==> config.mk <==
export PLATFORM = sky130hd
export DESIGN_NAME = spi_reg_bridge_flat
export DESIGN_NICKNAME = d
export VERILOG_FILES = /design/src/rtl/spi_reg_bridge_if.sv /design/src/rtl/spi_reg_bridge.sv /design/src/flat_wrapper.sv
export SDC_FILE = /design/constraint.sdc
export NUM_CORES = 1
export LEC_CHECK = 0
export ABC_CLOCK_PERIOD_IN_PS = 2110
export CAP_MARGIN = 20
export CORE_ASPECT_RATIO = 1.5
export CORE_UTILIZATION = 48
export DETAILED_ROUTE_END_ITERATION = 12
export PLACE_DENSITY_LB_ADDON = 0.12
export SLEW_MARGIN = 20
export SYNTH_ARGS = -nofsm -noshare
export SYNTH_HDL_FRONTEND = slang
export SYNTH_SLANG_ARGS = --single-unit
==> constraint.sdc <==
create_clock -name clk -period 2.11 [get_ports clk]
set_input_delay 0.211 -clock clk [delete_from_list [all_inputs] [get_ports clk]]
set_output_delay 0.211 -clock clk [all_outputs]
set_load 0.01 [all_outputs]
==> src/rtl/spi_reg_bridge_if.sv <==
// Bundle of SPI pins and register-bank bus signals for spi_reg_bridge.
// The bridge uses the slave modport; the host/register-bank side uses master.
interface spi_reg_bridge_if #(
    parameter int ADDR_WIDTH = 8,
    parameter int DATA_WIDTH = 16
);
    logic                  spi_sck;
    logic                  spi_ss;
    logic                  spi_mosi;
    logic                  spi_miso;
    logic                  reg_en;
    logic                  reg_rd;
    logic                  reg_wr;
    logic [1:0]            reg_be;
    logic [ADDR_WIDTH-1:0] reg_addr;
    logic [DATA_WIDTH-1:0] reg_wdata;
    logic [DATA_WIDTH-1:0] reg_rdata;
    logic                  busy;

    modport slave (
        input  spi_sck, spi_ss, spi_mosi, reg_rdata,
        output spi_miso, reg_en, reg_rd, reg_wr, reg_be, reg_addr, reg_wdata, busy
    );

    modport master (
        output spi_sck, spi_ss, spi_mosi, reg_rdata,
        input  spi_miso, reg_en, reg_rd, reg_wr, reg_be, reg_addr, reg_wdata, busy
    );
endinterface

==> src/rtl/spi_reg_bridge.sv <==
// SPI mode-0 slave that turns 16-bit command/data frames into register-bank
// read and write cycles with auto-incrementing addresses.
module spi_reg_bridge #(
    parameter int ADDR_WIDTH = 8,
    parameter int DATA_WIDTH = 16
) (
    input  logic            clk,
    input  logic            reset,
    spi_reg_bridge_if.slave bus
);

    typedef enum logic [2:0] {
        IDLE, CMD, RD_ACCESS, DATA, WR_SETUP, WR_STROBE, WR_HOLD
    } state_t;

    // Synchronizer idle levels, ordered {sck, ss, mosi}
    localparam logic [2:0] SYNC_IDLE = 3'b010;

    logic [2:0]            meta_reg, sync_reg;
    logic                  sck_d_reg, ss_d_reg;
    logic                  sck_s, ss_s, mosi_s;
    logic                  sck_rise, sck_fall, ss_fall, word_done;

    state_t                state_reg, state_next;
    logic [3:0]            bit_cnt_reg, bit_cnt_next;
    logic [DATA_WIDTH-1:0] sr_reg, sr_next, sr_shift;
    logic                  is_wr_reg, is_wr_next;
    logic                  rd_cnt_reg, rd_cnt_next;
    logic [ADDR_WIDTH-1:0] addr_reg, addr_next;
    logic [1:0]            be_reg, be_next;
    logic [DATA_WIDTH-1:0] wdata_reg, wdata_next;
    logic                  en_reg, en_next;
    logic                  rd_n_reg, rd_n_next;
    logic                  wr_n_reg, wr_n_next;
    logic                  busy_reg, busy_next;

    always_ff @(posedge clk or negedge reset) begin
        if (!reset) begin
            meta_reg  <= SYNC_IDLE;
            sync_reg  <= SYNC_IDLE;
            sck_d_reg <= 1'b0;
            ss_d_reg  <= 1'b1;
        end else begin
            meta_reg  <= {bus.spi_sck, bus.spi_ss, bus.spi_mosi};
            sync_reg  <= meta_reg;
            sck_d_reg <= sync_reg[2];
            ss_d_reg  <= sync_reg[1];
        end
    end

    assign sck_s     = sync_reg[2];
    assign ss_s      = sync_reg[1];
    assign mosi_s    = sync_reg[0];
    assign sck_rise  = sck_s & ~sck_d_reg;
    assign sck_fall  = ~sck_s & sck_d_reg;
    assign ss_fall   = ss_d_reg & ~ss_s;
    assign word_done = sck_rise && (bit_cnt_reg == 4'd15);
    assign sr_shift  = {sr_reg[DATA_WIDTH-2:0], mosi_s};

    always_ff @(posedge clk or negedge reset) begin
        if (!reset) begin
            state_reg   <= IDLE;
            bit_cnt_reg <= '0;
            sr_reg      <= '0;
            is_wr_reg   <= 1'b0;
            rd_cnt_reg  <= 1'b0;
            addr_reg    <= '0;
            be_reg      <= '0;
            wdata_reg   <= '0;
            en_reg      <= 1'b0;
            rd_n_reg    <= 1'b1;
            wr_n_reg    <= 1'b1;
            busy_reg    <= 1'b0;
        end else begin
            state_reg   <= state_next;
            bit_cnt_reg <= bit_cnt_next;
            sr_reg      <= sr_next;
            is_wr_reg   <= is_wr_next;
            rd_cnt_reg  <= rd_cnt_next;
            addr_reg    <= addr_next;
            be_reg      <= be_next;
            wdata_reg   <= wdata_next;
            en_reg      <= en_next;
            rd_n_reg    <= rd_n_next;
            wr_n_reg    <= wr_n_next;
            busy_reg    <= busy_next;
        end
    end

    always_comb begin
        state_next   = state_reg;
        bit_cnt_next = bit_cnt_reg;
        sr_next      = sr_reg;
        is_wr_next   = is_wr_reg;
        rd_cnt_next  = rd_cnt_reg;
        addr_next    = addr_reg;
        be_next      = be_reg;
        wdata_next   = wdata_reg;

        case (state_reg)
            IDLE: begin
                if (ss_fall) begin
                    state_next   = CMD;
                    bit_cnt_next = '0;
                    sr_next      = '0;
                end
            end
            CMD: begin
                if (ss_s) begin
                    state_next = IDLE;
                end else if (sck_rise) begin
                    sr_next      = sr_shift;
                    bit_cnt_next = bit_cnt_reg + 4'd1;
                    if (word_done) begin
                        is_wr_next  = sr_shift[15];
                        be_next     = sr_shift[14:13];
                        addr_next   = sr_shift[ADDR_WIDTH-1:0];
                        rd_cnt_next = 1'b0;
                        state_next  = sr_shift[15] ? DATA : RD_ACCESS;
                    end
                end
            end
            RD_ACCESS: begin
                rd_cnt_next = 1'b1;
                if (rd_cnt_reg) begin
                    sr_next    = bus.reg_rdata;
                    state_next = ss_s ? IDLE : DATA;
                end
            end
            DATA: begin
                if (ss_s) begin
                    state_next = IDLE;
                end else if (is_wr_reg) begin
                    if (sck_rise) begin
                        sr_next      = sr_shift;
                        bit_cnt_next = bit_cnt_reg + 4'd1;
                        if (word_done) begin
                            wdata_next = sr_shift;
                            state_next = WR_SETUP;
                        end
                    end
                end else if (sck_rise) begin
                    bit_cnt_next = bit_cnt_reg + 4'd1;
                    if (word_done) begin
                        addr_next   = addr_reg + ADDR_WIDTH'(1);
                        rd_cnt_next = 1'b0;
                        state_next  = RD_ACCESS;
                    end
                // The falling edge that closes a word must not shift out the
                // freshly loaded MSB, so only shift once a bit has been clocked.
                end else if (sck_fall && bit_cnt_reg != 4'd0) begin
                    sr_next = {sr_reg[DATA_WIDTH-2:0], 1'b0};
                end
            end
            WR_SETUP:  state_next = WR_STROBE;
            WR_STROBE: state_next = WR_HOLD;
            WR_HOLD: begin
                addr_next  = addr_reg + ADDR_WIDTH'(1);
                state_next = ss_s ? IDLE : DATA;
            end
            default: state_next = IDLE;
        endcase
    end

    // Bus strobes are decoded from the next state and registered so they are
    // glitch-free and line up exactly with the state they belong to.
    always_comb begin
        en_next   = (state_next == RD_ACCESS) || (state_next == WR_SETUP) ||
                    (state_next == WR_STROBE) || (state_next == WR_HOLD);
        rd_n_next = (state_next != RD_ACCESS);
        wr_n_next = (state_next != WR_STROBE);
        busy_next = (state_next != IDLE);
    end

    assign bus.spi_miso  = (state_reg == DATA) && !is_wr_reg && !bus.spi_ss && sr_reg[DATA_WIDTH-1];
    assign bus.reg_en    = en_reg;
    assign bus.reg_rd    = rd_n_reg;
    assign bus.reg_wr    = wr_n_reg;
    assign bus.reg_be    = be_reg;
    assign bus.reg_addr  = addr_reg;
    assign bus.reg_wdata = wdata_reg;
    assign bus.busy      = busy_reg;

endmodule

==> src/flat_wrapper.sv <==
// flat-port wrapper written by rule: the top's interface ports become plain ports
module spi_reg_bridge_flat 
#(
    parameter int ADDR_WIDTH = 8,
    parameter int DATA_WIDTH = 16
)
  (clk, reset, bus_spi_sck, bus_spi_ss, bus_spi_mosi, bus_reg_rdata, bus_spi_miso, bus_reg_en, bus_reg_rd, bus_reg_wr, bus_reg_be, bus_reg_addr, bus_reg_wdata, bus_busy);
  spi_reg_bridge_if #(.ADDR_WIDTH(ADDR_WIDTH), .DATA_WIDTH(DATA_WIDTH)) bus_i ();
  input  logic clk;
  input  logic reset;
  input wire logic [$bits(bus_i.spi_sck)-1:0] bus_spi_sck;
  input wire logic [$bits(bus_i.spi_ss)-1:0] bus_spi_ss;
  input wire logic [$bits(bus_i.spi_mosi)-1:0] bus_spi_mosi;
  input wire logic [$bits(bus_i.reg_rdata)-1:0] bus_reg_rdata;
  output wire logic [$bits(bus_i.spi_miso)-1:0] bus_spi_miso;
  output wire logic [$bits(bus_i.reg_en)-1:0] bus_reg_en;
  output wire logic [$bits(bus_i.reg_rd)-1:0] bus_reg_rd;
  output wire logic [$bits(bus_i.reg_wr)-1:0] bus_reg_wr;
  output wire logic [$bits(bus_i.reg_be)-1:0] bus_reg_be;
  output wire logic [$bits(bus_i.reg_addr)-1:0] bus_reg_addr;
  output wire logic [$bits(bus_i.reg_wdata)-1:0] bus_reg_wdata;
  output wire logic [$bits(bus_i.busy)-1:0] bus_busy;
  assign bus_i.spi_sck = bus_spi_sck;
  assign bus_i.spi_ss = bus_spi_ss;
  assign bus_i.spi_mosi = bus_spi_mosi;
  assign bus_i.reg_rdata = bus_reg_rdata;
  assign bus_spi_miso = bus_i.spi_miso;
  assign bus_reg_en = bus_i.reg_en;
  assign bus_reg_rd = bus_i.reg_rd;
  assign bus_reg_wr = bus_i.reg_wr;
  assign bus_reg_be = bus_i.reg_be;
  assign bus_reg_addr = bus_i.reg_addr;
  assign bus_reg_wdata = bus_i.reg_wdata;
  assign bus_busy = bus_i.busy;
  spi_reg_bridge #(.ADDR_WIDTH(ADDR_WIDTH), .DATA_WIDTH(DATA_WIDTH)) u_core (.clk(clk), .reset(reset), .bus(bus_i));
endmodule
==> reports/results.tsv <==
metric	value	unit
Reg clk slew, reported paths	0.07	ns
initial drt markers	157	
first-pass GRT wire length	12.4	mm
Worst Tran Pin Value	0.775	ns
Netlist Area Pre-Place	0.00322	sq mm
Worst Setup SP	u_core.state_reg[2]$_DFF_PN0_	
vias per cell	6.02	
Slew Viols, Final	0	
FF-to-FF Start	u_core.state_reg[2]$_DFF_PN0_	
skew final	0.00659	ns
fin area	0.00417	sq mm
fin cells	428	
CTS Buf Count	9	
CP max FO	18	
GRT Total Usage	23.8	%
die height	102	um
H-tree depth	3	
Area growth, synth to finish	29.3	%
drt total wl	7.56	mm
DIE AREA	0.00705	sq mm
f_max	500	MHz
status	finished, final reports clean	
Yosys reg bits	63	
Final nets	371	
Placed Cells	410	
Antenna diodes	0	
max_cap viols	0	
Core Area	0.00649	sq mm
Post-synth EDFFs	0	
drt wl/cell	17.7	um
Via Count	2577	
global route overflow	0	
startpoint types	register	
CTS sink count	63	
Post-DRT Antenna Nets	0	
YS warnings	0	
Unique masters post-synth	49	
Post-Syn Instances	283	
post-route setup TNS	0	ns
required time of the worst setup path	2.34	ns
initial antenna violation count	0	
largest net degree at the start of global routing	64	
maximum VDD drop	0.510	mV
Chip Width	68.9	um
Async SR Flop Fraction	100	%
Final setup viols	0	
Worst Setup End Kind	register	
period utilisation layout	94.7	%
Rows	36	
vias in the first global route	2545	
Clock Latency Late Sink	0.35	ns
Clock Path Buffers	2	
count of final hold-check violations	0	
unrepaired setup endpoints after global routing	false	
Initial Util	49.7	%
Root Driver	clkbuf_8	
placed cell area	0.00390	sq mm
Mapped Nets	307	
CP Class	reg2reg	
IO Pins	52	
Syn Area/Cell	11.4	sq um
Fin Hold WS	0.294	ns
drt drc	0	
Min Clock Period, post-route	2.00	ns
DP HPWL	5.04	mm
CTS tree	done	
PwrDens	640	mW/mm^2
Main synth FF type	dfrtp_1	
Lkg Pwr	1.83	nW
CP Data Arrival Time	2.23	ns
TritonRoute pass-1 iters	5	
RD Place Congestion	0.832	
layout cells sized above 1	19.3	%
port bufs	51	
sequential fraction of the synthesis area	49.1	%
Hold Path Class	in2reg	
hold_sp	bus_spi_ss	
slew margin rel.	48.3	%
## kinds of logic (layout without fill, tap and decap cells)
group                    Yosys count  in the layout  synth area share, %
adder cells (fa/ha/maj)            3              3                 1.17
buffers and inverters             24             93                 3.61
flip-flops                        63             63                 49.1
AND/OR/NAND/NOR                   61             61                 11.4
AO/OA/AOI/OAI                     91             91                 20.2
multiplexers                      38             38                 13.7
XOR/XNOR                           3              3                0.816
## path summary, 6_finish.rpt
path | slack (ns) | depth (start not counted) | endpoint
hold reg to reg | 0.36 | 0 | u_core.sync_reg[1]$_DFF_PN1_
max in group asynchronous | 1.41 | 3 | u_core.meta_reg[1]$_DFF_PN1_
min in group asynchronous | 0.41 | 3 | u_core.bit_cnt_reg[3]$_DFFE_PN0P_
setup reg to reg | 0.11 | 4 | u_core.bus.reg_wdata[2]$_DFFE_PN0P_
setup / recovery | 0.11 | 4 | u_core.bus.reg_wdata[2]$_DFFE_PN0P_
hold / removal | 0.29 | 1 | u_core.meta_reg[1]$_DFF_PN1_
## per-stage QoR
stage | setup WS (ns) | util (%) | power [mW]
floorplan | 0.0495 | - | 1.37
global placement | 0.142 | 60.2 | 1.47
detailed placement | 0.0641 | 60.2 | 1.48
CTS | 0.0926 | 64.1 | 2.68
global route | 0.0274 | 64.2 | 2.76
finish | 0.111 | 64.2 | 2.67
## where the power goes
group	internal (mW)	total, mW	switching, mW
logic	0.0898	0.206	0.117
registers	1.23	1.25	0.0214
clock network	0.703	1.21	0.505
total	2.02	2.67	0.643
## cell type report
class	count	area [sq um]
fillers	524	2320
flip-flops and latches	63	1580
multi-input cells	196	1540
repair buffers	70	687
clock buffers	10	138
well taps	76	95.1
clock inverters	6	92.6
inverters	7	26.3
## critical path: stages, from the launching register on
cell,delay (ns)
dfrtp_1,0.41
or3b_1,0.52
nor4_4,0.38
buf_12,0.21
mux2_2,0.35
## layer usage
metal / GRT usage [%] / vias up / share of wire, %
met5: 0 / - / 0
met3: 3.13 / 22 / 3.9
met1: 32.4 / 1271 / 44
li1: - / 1205 / -
met4: 12.7 / 0 / 2.9
met2: 36.4 / 79 / 49
## placed cells by master, fill, tap and decap left out, types with 5 or more instances in the layout
cell type        synthesis  layout
a21oi_1                  5       5
mux2_2                  12      12
mux2i_1                 17      17
o21ai_0                 24      24
clkdlybuf4s50_1          0      49
inv_1                    7       7
dfrtp_1                 58      58
nand2_1                 14      14
clkbuf_8                 0      10
mux2_4                   9       9
dfstp_2                  5       5
a22o_1                  16      16
a22oi_1                 21      21
nand3_1                  9       9
buf_4                    1      15
o22ai_1                  5       5
## cell usage after synthesis (2+ instances only)
cell | count | area (sq um)
a21o_1 | 2 | 15.0
nor3_1 | 3 | 15.0
dfstp_2 | 5 | 131
ha_1 | 3 | 37.5
nand4_1 | 4 | 25.0
and3_1 | 3 | 18.8
nor2b_1 | 4 | 25.0
nor4_1 | 2 | 12.5
o22ai_1 | 5 | 31.3
a21oi_1 | 5 | 25.0
nor3b_1 | 3 | 22.5
clkbuf_1 | 6 | 22.5
nor2_1 | 3 | 11.3
buf_6 | 2 | 22.5
o31a_1 | 2 | 17.5
a22o_1 | 16 | 140
or3_1 | 2 | 12.5
mux2_4 | 9 | 135
nand2_1 | 14 | 52.6
buf_1 | 2 | 7.51
mux2_2 | 12 | 135
mux2i_1 | 17 | 170
o211ai_1 | 3 | 22.5
o21ai_0 | 24 | 120
inv_1 | 7 | 26.3
dfrtp_1 | 58 | 1450
o2bb2a_1 | 3 | 30.0
nand2b_1 | 4 | 25.0
nand3_1 | 9 | 45.0
buf_2 | 6 | 30.0
a2bb2oi_1 | 4 | 35.0
a22oi_1 | 21 | 158
and3b_1 | 2 | 17.5
xor2_1 | 3 | 26.3
## what timing repair did
item | in CTS | in global routing
endpoints found under the hold margin | 58 | 0
gates resized for setup | 2 | 1
pin swaps | 1 | 0
hold buffers | 1 | 0
endpoints found under the setup margin | 1 | 16
cloned | 0 | 0
setup buffers | 1 | 0
Power figures use the tool's default switching activity.
